<file path="src/rtl/mem_port_arbiter.sv">
// Arbiter sharing a single-port unified memory between instruction fetch and the data port.
// Data has priority; fetch is forced through after STARVE_LIMIT consecutive denied cycles.
`ifndef ADDR_WIDTH
`define ADDR_WIDTH 16
`endif
`ifndef DATA_WIDTH
`define DATA_WIDTH 16
`endif

module mem_port_arbiter #(
   parameter int ADDR_WIDTH   = `ADDR_WIDTH,
   parameter int DATA_WIDTH   = `DATA_WIDTH,
   parameter int STARVE_LIMIT = 4
) (
   input  logic                  clk,
   input  logic                  rst_n,
   input  logic                  if_req,
   input  logic [ADDR_WIDTH-1:0] if_addr,
   output logic                  if_gnt,
   output logic                  if_rvalid,
   output logic [DATA_WIDTH-1:0] if_rdata,
   input  logic                  d_req,
   input  logic                  d_we,
   input  logic [ADDR_WIDTH-1:0] d_addr,
   input  logic [DATA_WIDTH-1:0] d_wdata,
   output logic                  d_gnt,
   output logic                  d_rvalid,
   output logic [DATA_WIDTH-1:0] d_rdata,
   output logic                  mem_we,
   output logic [ADDR_WIDTH-1:0] mem_addr,
   output logic [DATA_WIDTH-1:0] mem_wdata,
   input  logic [DATA_WIDTH-1:0] mem_rdata
);

   localparam logic [3:0] LIMIT = 4'(STARVE_LIMIT);

   logic [3:0]            starve_cnt_r;
   logic                  force_if_s;
   logic                  d_gnt_s;
   logic                  if_gnt_s;
   logic                  if_rvalid_r;
   logic                  d_rvalid_r;
   logic [DATA_WIDTH-1:0] if_rdata_r;
   logic [DATA_WIDTH-1:0] d_rdata_r;

   // Grant decision and memory port steering; grants are suppressed while reset is held
   always_comb begin
      force_if_s = if_req && (starve_cnt_r == LIMIT);
      d_gnt_s    = 1'b0;
      if_gnt_s   = 1'b0;
      mem_addr   = {ADDR_WIDTH{1'b0}};
      mem_we     = 1'b0;
      if (rst_n) begin
         d_gnt_s  = d_req && !force_if_s;
         if_gnt_s = if_req && !d_gnt_s;
      end else begin
         d_gnt_s  = 1'b0;
         if_gnt_s = 1'b0;
      end
      if (d_gnt_s) begin
         mem_addr = d_addr;
         mem_we   = d_we;
      end else if (if_gnt_s) begin
         mem_addr = if_addr;
         mem_we   = 1'b0;
      end else begin
         mem_addr = {ADDR_WIDTH{1'b0}};
         mem_we   = 1'b0;
      end
   end

   // Count consecutive denied fetch cycles, saturating at the limit
   always_ff @(posedge clk or negedge rst_n) begin
      if (!rst_n) begin
         starve_cnt_r <= 4'd0;
      end else if (if_gnt_s || !if_req) begin
         starve_cnt_r <= 4'd0;
      end else if (starve_cnt_r != LIMIT) begin
         starve_cnt_r <= starve_cnt_r + 4'd1;
      end else begin
         starve_cnt_r <= starve_cnt_r;
      end
   end

   // Capture read data one cycle after the granted read; rdata holds between reads
   always_ff @(posedge clk or negedge rst_n) begin
      if (!rst_n) begin
         if_rvalid_r <= 1'b0;
         d_rvalid_r  <= 1'b0;
         if_rdata_r  <= {DATA_WIDTH{1'b0}};
         d_rdata_r   <= {DATA_WIDTH{1'b0}};
      end else begin
         if_rvalid_r <= if_gnt_s;
         d_rvalid_r  <= d_gnt_s && !d_we;
         if (if_gnt_s) begin
            if_rdata_r <= mem_rdata;
         end else begin
            if_rdata_r <= if_rdata_r;
         end
         if (d_gnt_s && !d_we) begin
            d_rdata_r <= mem_rdata;
         end else begin
            d_rdata_r <= d_rdata_r;
         end
      end
   end

   assign if_gnt    = if_gnt_s;
   assign d_gnt     = d_gnt_s;
   assign if_rvalid = if_rvalid_r;
   assign d_rvalid  = d_rvalid_r;
   assign if_rdata  = if_rdata_r;
   assign d_rdata   = d_rdata_r;
   assign mem_wdata = d_wdata;

endmodule
</file>
<file path="config.mk">
export PLATFORM = sky130hd
export DESIGN_NAME = mem_port_arbiter
export DESIGN_NICKNAME = d
export VERILOG_FILES = /design/src/rtl/mem_port_arbiter.sv
export SDC_FILE = /design/constraint.sdc
export NUM_CORES = 1
export LEC_CHECK = 0
export ABC_AREA = 1
export CORE_MARGIN = 1.5
export CORE_UTILIZATION = 34
export CTS_BUF_LIST = sky130_fd_sc_hd__clkbuf_8 sky130_fd_sc_hd__clkbuf_16
export DETAILED_ROUTE_END_ITERATION = 8
export PLACE_DENSITY = 0.81
export SLEW_MARGIN = 20
export SYNTH_ARGS = -nofsm -noshare
export SYNTH_HDL_FRONTEND = slang
export SYNTH_SLANG_ARGS = --single-unit
</file>
<file path="constraint.sdc">
create_clock -name clk -period 2.15 [get_ports clk]
set_input_delay 0.43 -clock clk [delete_from_list [all_inputs] [get_ports clk]]
set_output_delay 0.43 -clock clk [all_outputs]
set_load 0.02 [all_outputs]
</file>
==> results.py, run 1 <==
metrics = {
    "global_routing": {
        "grt.met3_usage_pct": 4.52,
        "use_met1_pct": 23.2,
        "grt-ovfl-total": 0,
        "first_global_vias": 1842,
        "grt_antenna_before_repair": 0,
        "grt_busiest_layer": "met2",
        "met2_usage_pct": 31.3,
        "grt_max_degree": 31,
        "grt_pass1_wl_um": 8740,
        "track_usage_pct": 18.3,
    },
    "pwr": {
        "p_per_area_nw_per_um2": 740,
        "power.leakage_nw": 1.56,
        "power_mw": 2.23,
        "vdd_drop_max_uv": 464,
    },
    "timing": {
        "finalMaxSlewViolations": 0,
        "fin_skew_ps": 5.39,
        "rsz0062_at_grt": "false",
        "setup_violations": 0,
        "worstMarginPinSlew_ps": 483,
        "max_clock_freq_mhz": 487,
        "tns_ps": 0,
        "fin_ws_ps": 95.7,
        "fin_crit_sh_pct": 95.5,
        "period_minus_slack_ps": 2050,
        "max-slew-margin-rel_pct": 67.7,
        "whs_ps": 135,
        "finalHoldViolations": 0,
    },
    "cts": {
        "cts_sinks": 38,
        "cts_tree": "done",
        "cts_max_path_buffers": 2,
        "cts_buffers": 5,
        "clk_pin_slew_worst_paths_ps": 70,
        "cts-root-buf": "clkbuf_8",
        "post-cts-setup-buffers": 0,
        "insertion_delay_ps": 280,
        "htreeDepth": 2,
        "cts_hold_buffers": 0,
    },
    "routing": {
        "first_iter_violations": 117,
        "wl_per_cell_um": 12.9,
        "vias": 1792,
        "wl_um": 5300,
        "dr.pass1.iters": 4,
        "ant_nets": 0,
        "drcViolationCount": 0,
        "via_per_inst": 4.36,
    },
    "synth": {
        "synthDistinctLibCells": 20,
        "synth_nets": 308,
        "synth_top_area_share_pct": 50.9,
        "ys_top_cells_by_count": "nand2_1, dfrtp_1, buf_4",
        "ys.warnings.count": 0,
        "synth_area_leader_cell": "dfrtp_1",
        "yosysMostFrequentCell": "nand2_1",
        "avgSynthCellArea_um2": 7.88,
        "synth_edf_count": 0,
        "ys_seq_area_share_pct": 50.9,
        "synth.cell_area_um2": 1870,
        "ys_async_sr_fraction_pct": 100,
        "ys.flop_type": "dfrtp_1",
        "yosys_register_bits": 38,
        "ys_top_cells_by_area": "dfrtp_1, nand2_1, buf_4",
        "syn_inst": 237,
    },
    "finish": {
        "fin_util_pct": 57.8,
        "area_growth_pct": 61.1,
        "nets": 411,
        "final_cell_count_no_fill": 411,
        "n_fill_cell": 486,
        "seqCellArea_um2": 951,
        "multi_input_area_um2": 727,
        "finalInstanceArea_um2": 3010,
        "n_antenna_cell": 0,
        "drive_above_1_share_pct": 15.0,
    },
    "critical_path": {
        "required_ps": 1720,
        "cp_top_family": "buffers and inverters",
        "reg2reg_to": "d_rdata[14]",
        "critical_path_class": "reg -> out",
        "slowest_delay_ps": 380,
        "critical_path.cell_chain": "inv_2, ha_4, nand4_4, nand3_2, inv_6, dlygate4sd2_1",
        "r2r_start": "starve_cnt_r[0]",
        "startpoint_type": "flip-flop",
        "path_max_fanout": 17,
        "reg2reg_slack_ps": 660,
        "cp.arrival_ps": 1620,
        "path_buf_inv": 3,
        "worst_setup_path_end_kind": "primary output",
        "worst_path_max_delay_cell": "dfrtp_1",
        "rr_worst_depth": 6,
    },
    "die": {
        "die_w_um": 77.1,
        "num_io_pins": 138,
        "row_count": 26,
        "initial_utilization_pct": 35.9,
        "core-area_um2": 5200,
        "die-area_um2": 5950,
        "die_y_um": 77.1,
    },
    "place": {
        "dp.cells": 403,
        "pre_cts_ws_ps": -600,
        "place_area_um2": 2940,
        "hpwl_um": 3990,
        "io_buffers": 105,
        "gp_congestion": 0.763,
    },
    "hold_path": {
        "hp-class": "in -> async",
    },
    "job": {
        "max_cap_viol_count": 0,
    },
    "status": {
        "status": "complete, no violations",
    },
}
[area by class of cell]
cell class                      instances  share of cell area, %
Multi-Input combinational cell        167                   24.2
Clock inverter                          3                   1.33
Sequential cell                        38                   31.6
Tap cell                               70                   2.91
Timing Repair Buffer                  119                   36.0
Clock buffer                            5                   2.29
Inverter                                9                   1.70
[state kept, by name (all words and copies together) (netlist names)]
register / cells
d_rdata: 16
if_rdata: 16
starve_cnt_r: 4
d_rvalid: 1
if_rvalid: 1
[cell families after synthesis]
kind of cell               synth area share [%]
and+or+nand+nor                            34.2
DFF                                        50.9
buffers and inverters                      11.3
AOI/OAI and AO/OA                          1.27
xor gates and xnor gates                  0.938
adders and majority gates                  1.34
[metal layers]
metal | up-vias | share of wire, %
li1 | 905 | -
met1 | 827 | 44
met2 | 50 | 50
met3 | 10 | 5.2
met4 | 0 | 0.87
met5 | - | 0
[cell usage in the layout, fill, tap and decap left out, types with 2 or more instances in the layout]
cell type,instances
inv_1,6
clkbuf_8,5
dfrtp_1,38
buf_4,18
o21ai_0,2
nor2_1,4
xor2_1,2
dlygate4sd2_1,2
buf_2,12
clkbuf_2,2
clkdlybuf4s50_1,84
clkinv_2,2
nand2_1,148
[what timing repair did]
action,4_1_cts,5_1_grt
pin swaps,0,1
gates resized for setup,74,11
setup endpoints to repair,19,17
[worst max path at each step]
stage / startpoint / to / cells after the start
3_5_place_dp: if_req / mem_addr[8] / 8
2_1_floorplan: starve_cnt_r[0] / mem_addr[10] / 8
4_1_cts: starve_cnt_r[0] / if_gnt / 7
6_report: starve_cnt_r[0] / d_gnt / 6
3_3_place_gp: if_req / mem_addr[8] / 8
5_1_grt: starve_cnt_r[1] / mem_addr[5] / 9
[where the power goes]
| part | internal, mW | total (mW) | leakage [nW] | switching (mW) |
|---|---|---|---|---|
| clock network | 0.341 | 0.586 | 0.0579 | 0.244 |
| logic | 0.371 | 0.747 | 1.02 | 0.375 |
| registers | 0.828 | 0.896 | 0.480 | 0.0676 |
Note: power is estimated with default switching activity, not from simulation.
==> inputs of run 2 (changes only) <==
- CTS_BUF_LIST: sky130_fd_sc_hd__clkbuf_8 sky130_fd_sc_hd__clkbuf_16 -> default
==> results of run 2 <==
No change in the layout: final DEF, timing and power equal those of run 1.
==> inputs of run 3 (changes only) <==
- CORE_MARGIN: 1.5 -> 4
- PLACE_DENSITY: 0.81 -> 0.8
==> run 3 against run 2 <==
Effect of this change: hold slack worse by 55 ps; first-iteration DRC count down 27%; flip-flop and latch count unchanged; critical path depth up 1; global-route usage down 1.4 points; worst setup slack worse by 33 ps; highest routed layer unchanged; die area up 13%; largest power group unchanged; critical endpoint unchanged; power up 0.76%; clock power about the same.
==> results.py, run 3 (synthesis results as in run 1) <==
metrics = {
    "status": {
        "status": "complete, no violations",
    },
    "critical_path": {
        "startpoint_type": "flip-flop",
        "path_max_fanout": 8,
        "critical_path.cell_chain": "inv_2, ha_4, nand4_4, buf_6, nand3_4, inv_6, clkdlybuf4s15_2",
        "reg2reg_slack_ps": 590,
        "required_ps": 1720,
        "worst_path_max_delay_cell": "dfrtp_1",
        "critical_path_class": "reg -> out",
        "worst_setup_path_end_kind": "primary output",
        "slowest_delay_ps": 360,
        "cp.arrival_ps": 1660,
    },
    "timing": {
        "tns_ps": 0,
        "finalHoldViolations": 0,
        "whs_ps": 79.1,
        "worstMarginPinSlew_ps": 488,
        "max-slew-margin-rel_pct": 67.4,
        "setup_violations": 0,
        "fin_crit_sh_pct": 97.1,
        "fin_ws_ps": 63.1,
        "max_clock_freq_mhz": 479,
        "fin_skew_ps": 5.89,
        "finalMaxSlewViolations": 0,
        "rsz0062_at_grt": "true",
        "period_minus_slack_ps": 2090,
    },
    "routing": {
        "wl_um": 5570,
        "via_per_inst": 4.36,
        "first_iter_violations": 85,
        "drcViolationCount": 0,
        "dr.pass1.iters": 4,
        "wl_per_cell_um": 13.4,
        "vias": 1810,
        "ant_nets": 0,
    },
    "pwr": {
        "power_mw": 2.25,
        "power.leakage_nw": 1.59,
        "vdd_drop_max_uv": 529,
        "p_per_area_nw_per_um2": 727,
    },
    "finish": {
        "final_cell_count_no_fill": 415,
        "final_common_cell": "nand2_1",
        "area_growth_pct": 65.4,
        "final_cell_mix": "nand2_1, clkdlybuf4s50_1, dfrtp_1, buf_4, buf_2",
        "nets": 415,
        "n_antenna_cell": 0,
        "drive_above_1_share_pct": 18.0,
        "fin_util_pct": 59.4,
        "finalInstanceArea_um2": 3090,
    },
    "die": {
        "row_count": 26,
        "num_io_pins": 138,
        "core-area_um2": 5200,
        "die_y_um": 82.1,
        "die_w_um": 82.1,
        "initial_utilization_pct": 35.9,
        "die-area_um2": 6740,
    },
    "place": {
        "pre_cts_ws_ps": -550,
        "place_area_um2": 2940,
        "io_buffers": 105,
        "gp_congestion": 0.767,
        "dp.cells": 403,
        "hpwl_um": 4080,
    },
    "cts": {
        "cts_tree": "done",
        "cts_max_path_buffers": 2,
        "clk_pin_slew_worst_paths_ps": 70,
        "cts-root-buf": "clkbuf_8",
        "insertion_delay_ps": 280,
        "cts_sinks": 38,
        "cts_buffers": 5,
        "htreeDepth": 2,
    },
    "job": {
        "max_cap_viol_count": 0,
    },
    "global_routing": {
        "grt_antenna_before_repair": 0,
        "track_usage_pct": 16.9,
        "grt_max_degree": 41,
        "grt_pass1_wl_um": 8740,
        "first_global_vias": 1843,
        "grt-ovfl-total": 0,
    },
    "hold_path": {
        "hp-class": "in -> async",
    },
}
## run 3: cell count changes in the layout (fill, tap and decap cells not counted), sizes merged
cell / previous run / this run
inv: 8 / 10
buf: 31 / 34
clkbuf: 7 / 5
clkdlybuf4s15: 0 / 1
## run 3: metal layers
layer  vias up  GRT usage (%)  part of all wire (%)
met5         -              0                     0
met4         0           6.31                   1.2
met3         9           3.69                   4.3
met2        45           28.4                    53
met1       842           21.1                    41
li1        914              -                     -
## run 3: where the power goes
| group | leakage, nW | internal [mW] | total (mW) | switching [mW] |
|---|---|---|---|---|
| combinational | 1.06 | 0.382 | 0.764 | 0.382 |
| clock | 0.0579 | 0.341 | 0.585 | 0.244 |
| sequential | 0.480 | 0.828 | 0.896 | 0.0680 |
## run 3: worst paths after layout
kind,from,end,depth (start not counted)
worst max-delay path,starve_cnt_r[1],d_gnt,7
worst min-delay path,rst_n,starve_cnt_r[2],2
worst max register to register,starve_cnt_r[1],d_rdata[3],10
worst min register to register,if_rdata[1],if_rdata[1],2
max in group asynchronous,rst_n,d_rdata[14],2
min in group clk,if_rdata[1],if_rdata[1],2
## run 3: worst max-delay path, delay by kind of cell (launching register included)
family	cells	cell delay, ps
AND/OR/NAND/NOR	2	250
adder cells (fa/ha/maj)	1	160
buffers and inverters	4	580
flip-flops	1	360
## run 3: timing repair
item / 4_1_cts / 5_1_grt
hold buffers: 0 / 0
pin swaps: 0 / 2
resized for setup: 79 / 27
buffers inserted: 0 / 2
setup endpoints to repair: 19 / 19
cloned: 1 / 1
## run 3: cell type report
type	instances	area, µm²
fillers	476	2120
repair buffers	121	1130
flip-flops and latches	38	951
multi-input cells	167	754
well taps	70	87.6
clock buffers	5	68.8
inverters	9	46.3
clock inverters	3	40.0
repair inverters	2	15.0
